### src/rtl/pwm_breathe_multi.sv
// Multi-channel PWM with a shared period counter and per-channel duty engines.
// Ports: clk, rst (async, active high), en, period_in, step_in, mode_in,
//   duty_in, load (shadow capture strobe) -> dout, duty_out, cyc_end, pending.
module pwm_breathe_multi #(
  parameter int CH         = 4,
  parameter int CW         = 8,
  parameter int RST_PERIOD = 100,
  parameter int RST_STEP   = 5
) (
  input  logic             clk,
  input  logic             rst,
  input  logic             en,
  input  logic [CW-1:0]    period_in,
  input  logic [CW-1:0]    step_in,
  input  logic [2*CH-1:0]  mode_in,
  input  logic [CW*CH-1:0] duty_in,
  input  logic             load,
  output logic [CH-1:0]    dout,
  output logic [CW*CH-1:0] duty_out,
  output logic             cyc_end,
  output logic             pending
);

  localparam logic [CW-1:0]   RP  = CW'(RST_PERIOD);
  localparam logic [CW-1:0]   RS  = CW'(RST_STEP);
  localparam logic [2*CH-1:0] RM  = {CH{2'b10}};
  localparam logic [CW-1:0]   ONE = CW'(1);
  localparam logic [CW-1:0]   TWO = CW'(2);

  localparam logic [1:0] M_SAW = 2'b01;
  localparam logic [1:0] M_TRI = 2'b10;
  localparam logic [1:0] M_OFF = 2'b11;

  // active configuration
  logic [CW-1:0]    cnt_q, cnt_d;
  logic [CW-1:0]    per_q, per_d;
  logic [CW-1:0]    stp_q, stp_d;
  logic [2*CH-1:0]  mode_q, mode_d;
  logic [CW-1:0]    duty_q [CH];
  logic [CW-1:0]    duty_d [CH];
  logic [CH-1:0]    up_q, up_d;

  // shadow configuration
  logic [CW-1:0]    sper_q, sper_d;
  logic [CW-1:0]    sstp_q, sstp_d;
  logic [2*CH-1:0]  smode_q, smode_d;
  logic [CW*CH-1:0] sduty_q, sduty_d;

  logic             pend_q, pend_d;
  logic [CH-1:0]    dout_q, dout_d;
  logic             cyc_q, cyc_d;

  logic             run;
  logic             bnd;
  logic             apply;

  // One ramp step for a channel; returns {next_up, next_duty}.
  // Sums are CW+1 bits wide so d+s never wraps.
  function automatic logic [CW:0] ramp_f(
    input logic [1:0]    m,
    input logic          up,
    input logic [CW-1:0] d,
    input logic [CW-1:0] s,
    input logic [CW-1:0] p
  );
    logic [CW:0]   sum;
    logic          nup;
    logic [CW-1:0] nd;
    sum = {1'b0, d} + {1'b0, s};
    nup = up;
    nd  = d;
    if (s != '0) begin
      case (m)
        M_SAW: begin
          if (sum > {1'b0, p}) nd = '0;
          else                 nd = sum[CW-1:0];
        end
        M_TRI: begin
          if (up) begin
            if (sum >= {1'b0, p}) begin
              nd  = p;
              nup = 1'b0;
            end else begin
              nd  = sum[CW-1:0];
            end
          end else begin
            if (d <= s) begin
              nd  = '0;
              nup = 1'b1;
            end else begin
              nd  = d - s;
            end
          end
        end
        default: ;
      endcase
    end
    return {nup, nd};
  endfunction

  assign run = en && (per_q >= TWO);
  assign bnd = run && (cnt_q == per_q - ONE);
  // While stopped or with an invalid period every edge acts as a boundary
  // for applying the shadow, so a fixing load is never stranded.
  assign apply = pend_q && (bnd || !run);

  always_comb begin
    cnt_d   = (run && !bnd) ? cnt_q + ONE : '0;
    cyc_d   = bnd;
    per_d   = per_q;
    stp_d   = stp_q;
    mode_d  = mode_q;
    up_d    = up_q;
    sper_d  = sper_q;
    sstp_d  = sstp_q;
    smode_d = smode_q;
    sduty_d = sduty_q;
    dout_d  = '0;
    for (int i = 0; i < CH; i++) begin
      duty_d[i] = duty_q[i];
      dout_d[i] = run && (mode_q[2*i +: 2] != M_OFF)
                  && (cnt_q < duty_q[i]);
    end

    if (load) begin
      sper_d  = period_in;
      sstp_d  = step_in;
      smode_d = mode_in;
      sduty_d = duty_in;
    end
    // a load on the applying edge re-arms pending for the next boundary
    pend_d = apply ? load : (pend_q | load);

    if (apply) begin
      per_d  = sper_q;
      stp_d  = sstp_q;
      mode_d = smode_q;
      up_d   = '1;
      for (int i = 0; i < CH; i++)
        duty_d[i] = sduty_q[CW*i +: CW];
    end else if (bnd) begin
      for (int i = 0; i < CH; i++)
        {up_d[i], duty_d[i]} = ramp_f(mode_q[2*i +: 2], up_q[i],
                                      duty_q[i], stp_q, per_q);
    end
  end

  always_ff @(posedge clk or posedge rst) begin
    if (rst) begin
      cnt_q   <= '0;
      per_q   <= RP;
      stp_q   <= RS;
      mode_q  <= RM;
      up_q    <= '1;
      sper_q  <= RP;
      sstp_q  <= RS;
      smode_q <= RM;
      sduty_q <= '0;
      pend_q  <= 1'b0;
      dout_q  <= '0;
      cyc_q   <= 1'b0;
      for (int i = 0; i < CH; i++)
        duty_q[i] <= '0;
    end else begin
      cnt_q   <= cnt_d;
      per_q   <= per_d;
      stp_q   <= stp_d;
      mode_q  <= mode_d;
      up_q    <= up_d;
      sper_q  <= sper_d;
      sstp_q  <= sstp_d;
      smode_q <= smode_d;
      sduty_q <= sduty_d;
      pend_q  <= pend_d;
      dout_q  <= dout_d;
      cyc_q   <= cyc_d;
      for (int i = 0; i < CH; i++)
        duty_q[i] <= duty_d[i];
    end
  end

  for (genvar g = 0; g < CH; g++) begin : g_dout
    assign duty_out[CW*g +: CW] = duty_q[g];
  end

  assign dout    = dout_q;
  assign cyc_end = cyc_q;
  assign pending = pend_q;

endmodule

### config.mk
export PLATFORM = sky130hd
export DESIGN_NAME = pwm_breathe_multi
export DESIGN_NICKNAME = d
export VERILOG_FILES = /design/src/rtl/pwm_breathe_multi.sv
export SDC_FILE = /design/constraint.sdc
export NUM_CORES = 1
export LEC_CHECK = 0
export CAP_MARGIN = 10
export CORE_MARGIN = 2
export CORE_UTILIZATION = 59
export CTS_CLUSTER_SIZE = 30
export DETAILED_ROUTE_END_ITERATION = 8
export PLACE_DENSITY = 0.89
export SYNTH_ARGS = -nofsm -noshare
export SYNTH_HDL_FRONTEND = slang
export SYNTH_SLANG_ARGS = --single-unit
### constraint.sdc
create_clock -name clk -period 4.75 [get_ports clk]
set_clock_uncertainty 0.05 [all_clocks]
set_input_delay 0.95 -clock clk [delete_from_list [all_inputs] [get_ports clk]]
set_output_delay 0.95 -clock clk [all_outputs]
set_load 0.005 [all_outputs]
==> summary.md <==
| Metric | Value |
|---|---|
| Status | finished, final reports clean |
| DIE HEIGHT | 138 um |
| Yosys warns | 0 |
| Internal cell power | 3.94 mW |
| Ys async rst share | 1.00 |
| RSZ-0062 raised after global routing | no |
| Critical path startpoint category | flip-flop |
| Area Overhead vs Synth | 16.7% |
| Worst rel slew slack | 0.405 |
| Total track usage | 0.373 |
| Final ANT Viol Nets | 0 |
| 1st-iter DRT viols | 1143 |
| Mapped Cells | 1158 |
| Crit Path Category | flip-flop to flip-flop |
| Hold Path Class | flip-flop to flip-flop |
| Number of enable flip-flop cells after synthesis | 0 |
| Vias in the first global route | 9459 |
| Net Sw Frac | 0.466 |
| Starting Density | 0.606 |
| Hold Startpoint | smode_q[7] |
| Crit path DAT | 4.81 ns |
| Post-synth top area share | 0.256 |
| Syn avg cell area | 9.12 um2 |
| Avg WL per Cell | 22.7 um |
| Initial antenna violation count | 0 |
| Flop2flop setup slack | 0.24 ns |
| Clock tree sinks | 130 |
| Critical path fanouts, max | 7 |
| FILL cells | 1331 |
| Area after DPL | 11700 um2 |
| Final Net Count | 1439 |
| Clock slew at reported path FFs | 0.07 ns |
| GR Util met1 | 0.496 |
| Part of the Yosys area used for sequential elements | 0.311 |
| Final TNS setup | 0 ns |
| Post-DR vias/cell | 6.50 |
| GRT busiest layer | met2 |
| PortBufs | 97 |
| GRT met2 Usage | 0.564 |
| Power density over the cells | 598 nW/um2 |
| Total power | 7.38 mW |
| DRT Wirelength | 33.7 mm |
| End of the worst hold path | mode_q[7] |
| Worst r2r dst | duty_out[9] |
| Actual slew at the worst max-slew pin | 0.882 ns |
| DR DRC count | 0 |
| Primary FF master, synth | dfrtp_1 |
| Pin count of the biggest net entering global routing | 77 |
| Fin cells | 1482 |
| Final-report max-slew violation count | 0 |
| Grt ovf | 0 |
| Psw | 3.44 mW |
| Period utilization | 0.950 |
| Worst Setup End Kind | flip-flop |
| Final setup fails | 0 |
| Worst-Skew Late Latency | 0.44 ns |
| Commonest non-fill, non-tap cell in the layout | ha_1 |
| Synth Cell Area | 10600 um2 |
| Comb pwr share | 0.597 |
| First-pass detailed-route iteration total | 7 |
| Vias | 9631 |
| R2R cell count | 16 |
| Syn nets | 1353 |
| Boundary pin count | 98 |
| Maximum VDD drop | 356 uV |
| H-Tree Depth | 4 |
| First-pass GRT wire length | 52.3 mm |
| Yosys cell types | 80 |
| Core area | 17400 um2 |
| CTS Buffer Depth | 2 |
| P_leak | 5.60 nW |
| Worst Hold Depth | 2 |
| Post-DP HPWL | 24.7 mm |
| Fmax achieved | 222 MHz |
| Die area | 19000 um2 |
| Dpl cells | 1450 |
| Total CTS buffers | 17 |
| Hold Fails Final Rpt | 0 |
| Layout cells sized above 1 | 0.130 |
| Seq cells post-synth | 130 |
| Clock tree root driver cell | clkbuf_16 |
| Most area-hungry cell type in the Yosys netlist | dfrtp_1 |
| CTS tree | yes |
| Cell area after layout | 12300 um2 |
| Worst r2r src | stp_q[1] |
| Gpl congestion | 0.985 |
| Clock share of power | 0.182 |
| Largest cells by area after synthesis | dfrtp_1, ha_1, mux2_2, dfstp_2, nand2_1 |
| Period minus WS final | 4.51 ns |
| Most frequent cells in the layout | ha_1, dfrtp_1, nand2_1 |
| Max cap viols | 0 |
| Critical path required time | 5.05 ns |
| Die X | 138 um |
| Final design utilization | 0.708 |
| Row cnt | 48 |
| Grt met3 use | 0.100 |
| Ant diodes | 0 |
| Sequential power share | 0.221 |
==> registers in the layout (all words and copies together), names as in the netlist <==
register and cells:
duty_out 32, sduty_q 32, cnt_q 8, mode_q 8
per_q 8, smode_q 8, sper_q 8, sstp_q 8
stp_q 8, dout 4, up_q 4, cyc_end 1
pending 1
==> power groups by stage <==
| stage | Combinational (mW) | Sequential (mW) | Clock, mW |
|---|---|---|---|
| final | 4.40 | 1.63 | 1.34 |
| after global routing | 4.81 | 1.64 | 1.40 |
| after CTS | 4.28 | 1.61 | 1.35 |
| after detailed placement | 4.23 | 1.63 | 0 |
| after global placement | 4.17 | 1.62 | 0 |
| after floorplan | 3.14 | 1.49 | 0 |
==> cell families (layout without fill, tap and decap cells) <==
family          after synthesis  after routing  share of synthesized area
xor+xnor                     56             56                     0.0464
mux                          62             62                     0.0654
flops                       130            130                      0.311
compound gates              281            281                      0.189
buf+inv                     128            227                     0.0519
simple gates                366            366                      0.172
fa+ha+maj                   135            135                      0.166
==> worst max-delay path by stage <==
stage / from / slack (ns) / depth (start not counted) / end
global route: stp_q[1] / 0.002 / 19 / duty_out[0]
finish: stp_q[1] / 0.24 / 16 / duty_out[9]
CTS: stp_q[1] / 0.36 / 15 / duty_out[21]
floorplan: rst / 0.32 / 1 / cnt_q[0]
global placement: stp_q[1] / 0.47 / 15 / duty_out[21]
detailed placement: stp_q[1] / 0.39 / 15 / duty_out[21]
==> critical path: stages (launching register included) <==
cell	delay [ns]
dfrtp_1	0.53
inv_1	0.29
ha_1	0.43
nor2b_1	0.07
o21ai_0	0.27
nand4b_1	0.20
a21o_1	0.23
nand2_1	0.08
ha_1	0.25
a2111oi_0	0.40
o21ai_0	0.17
o221ai_1	0.29
o21ai_0	0.17
nor2b_1	0.36
a222oi_1	0.16
mux2_1	0.34
o21ai_1	0.12
==> Yosys cell counts, types with 4 or more instances <==
cell type and number:
o211ai_1 9, nor2b_1 20, nand4_1 14, a21oi_1 43, o21ai_0 28, clkbuf_1 24
a22oi_1 6, nand2b_1 19, or2_2 9, or4_1 5, a221oi_1 8, mux2_2 55
nor2_1 94, fa_1 8, o31ai_1 6, o2111ai_1 4, o21a_1 5, o31a_1 17
o211a_1 7, nand2_1 101, o21ai_1 36, buf_4 4, a211oi_1 6, a221o_1 7
buf_2 12, xor2_1 26, nor3_1 23, nand3_1 39, o21bai_1 11, a22o_1 5
o22ai_1 7, buf_6 5, ha_1 127, and3_1 12, xnor2_1 30, mux2i_1 6
inv_1 76, buf_1 7, nor4_1 4, a31oi_1 10, o31ai_2 4, a21o_1 30
dfrtp_1 108, dfstp_2 22
==> through the flow <==
stage | hold slack [ns] | setup WS, ns
after global placement | 0.389 | 0.471
after floorplan | 0.383 | 0.317
after global routing | 0.432 | 0.00166
final | 0.413 | 0.239
after detailed placement | 0.406 | 0.388
after CTS | 0.417 | 0.362
==> per-layer routing <==
metal / up-vias / share of wire
li1: 4329 / -
met1: 4577 / 0.40
met2: 595 / 0.44
met3: 130 / 0.11
met4: 0 / 0.052
met5: - / 0
==> what timing repair did <==
action,CTS,global route
hold buffers,0,0
resized for setup,0,1
setup buffers,0,0
setup endpoints to repair,0,7
==> area by class of cell <==
cell class              instances  area (um2)  area share
multi-input cells             900        6740       0.547
flip-flops and latches        130        3280       0.266
repair buffers                119        1160      0.0938
clock buffers                  17         425      0.0345
inverters                      76         288      0.0233
well taps                     225         282      0.0228
clock inverters                15         156      0.0127
Note: power is estimated with default switching activity, not from simulation.
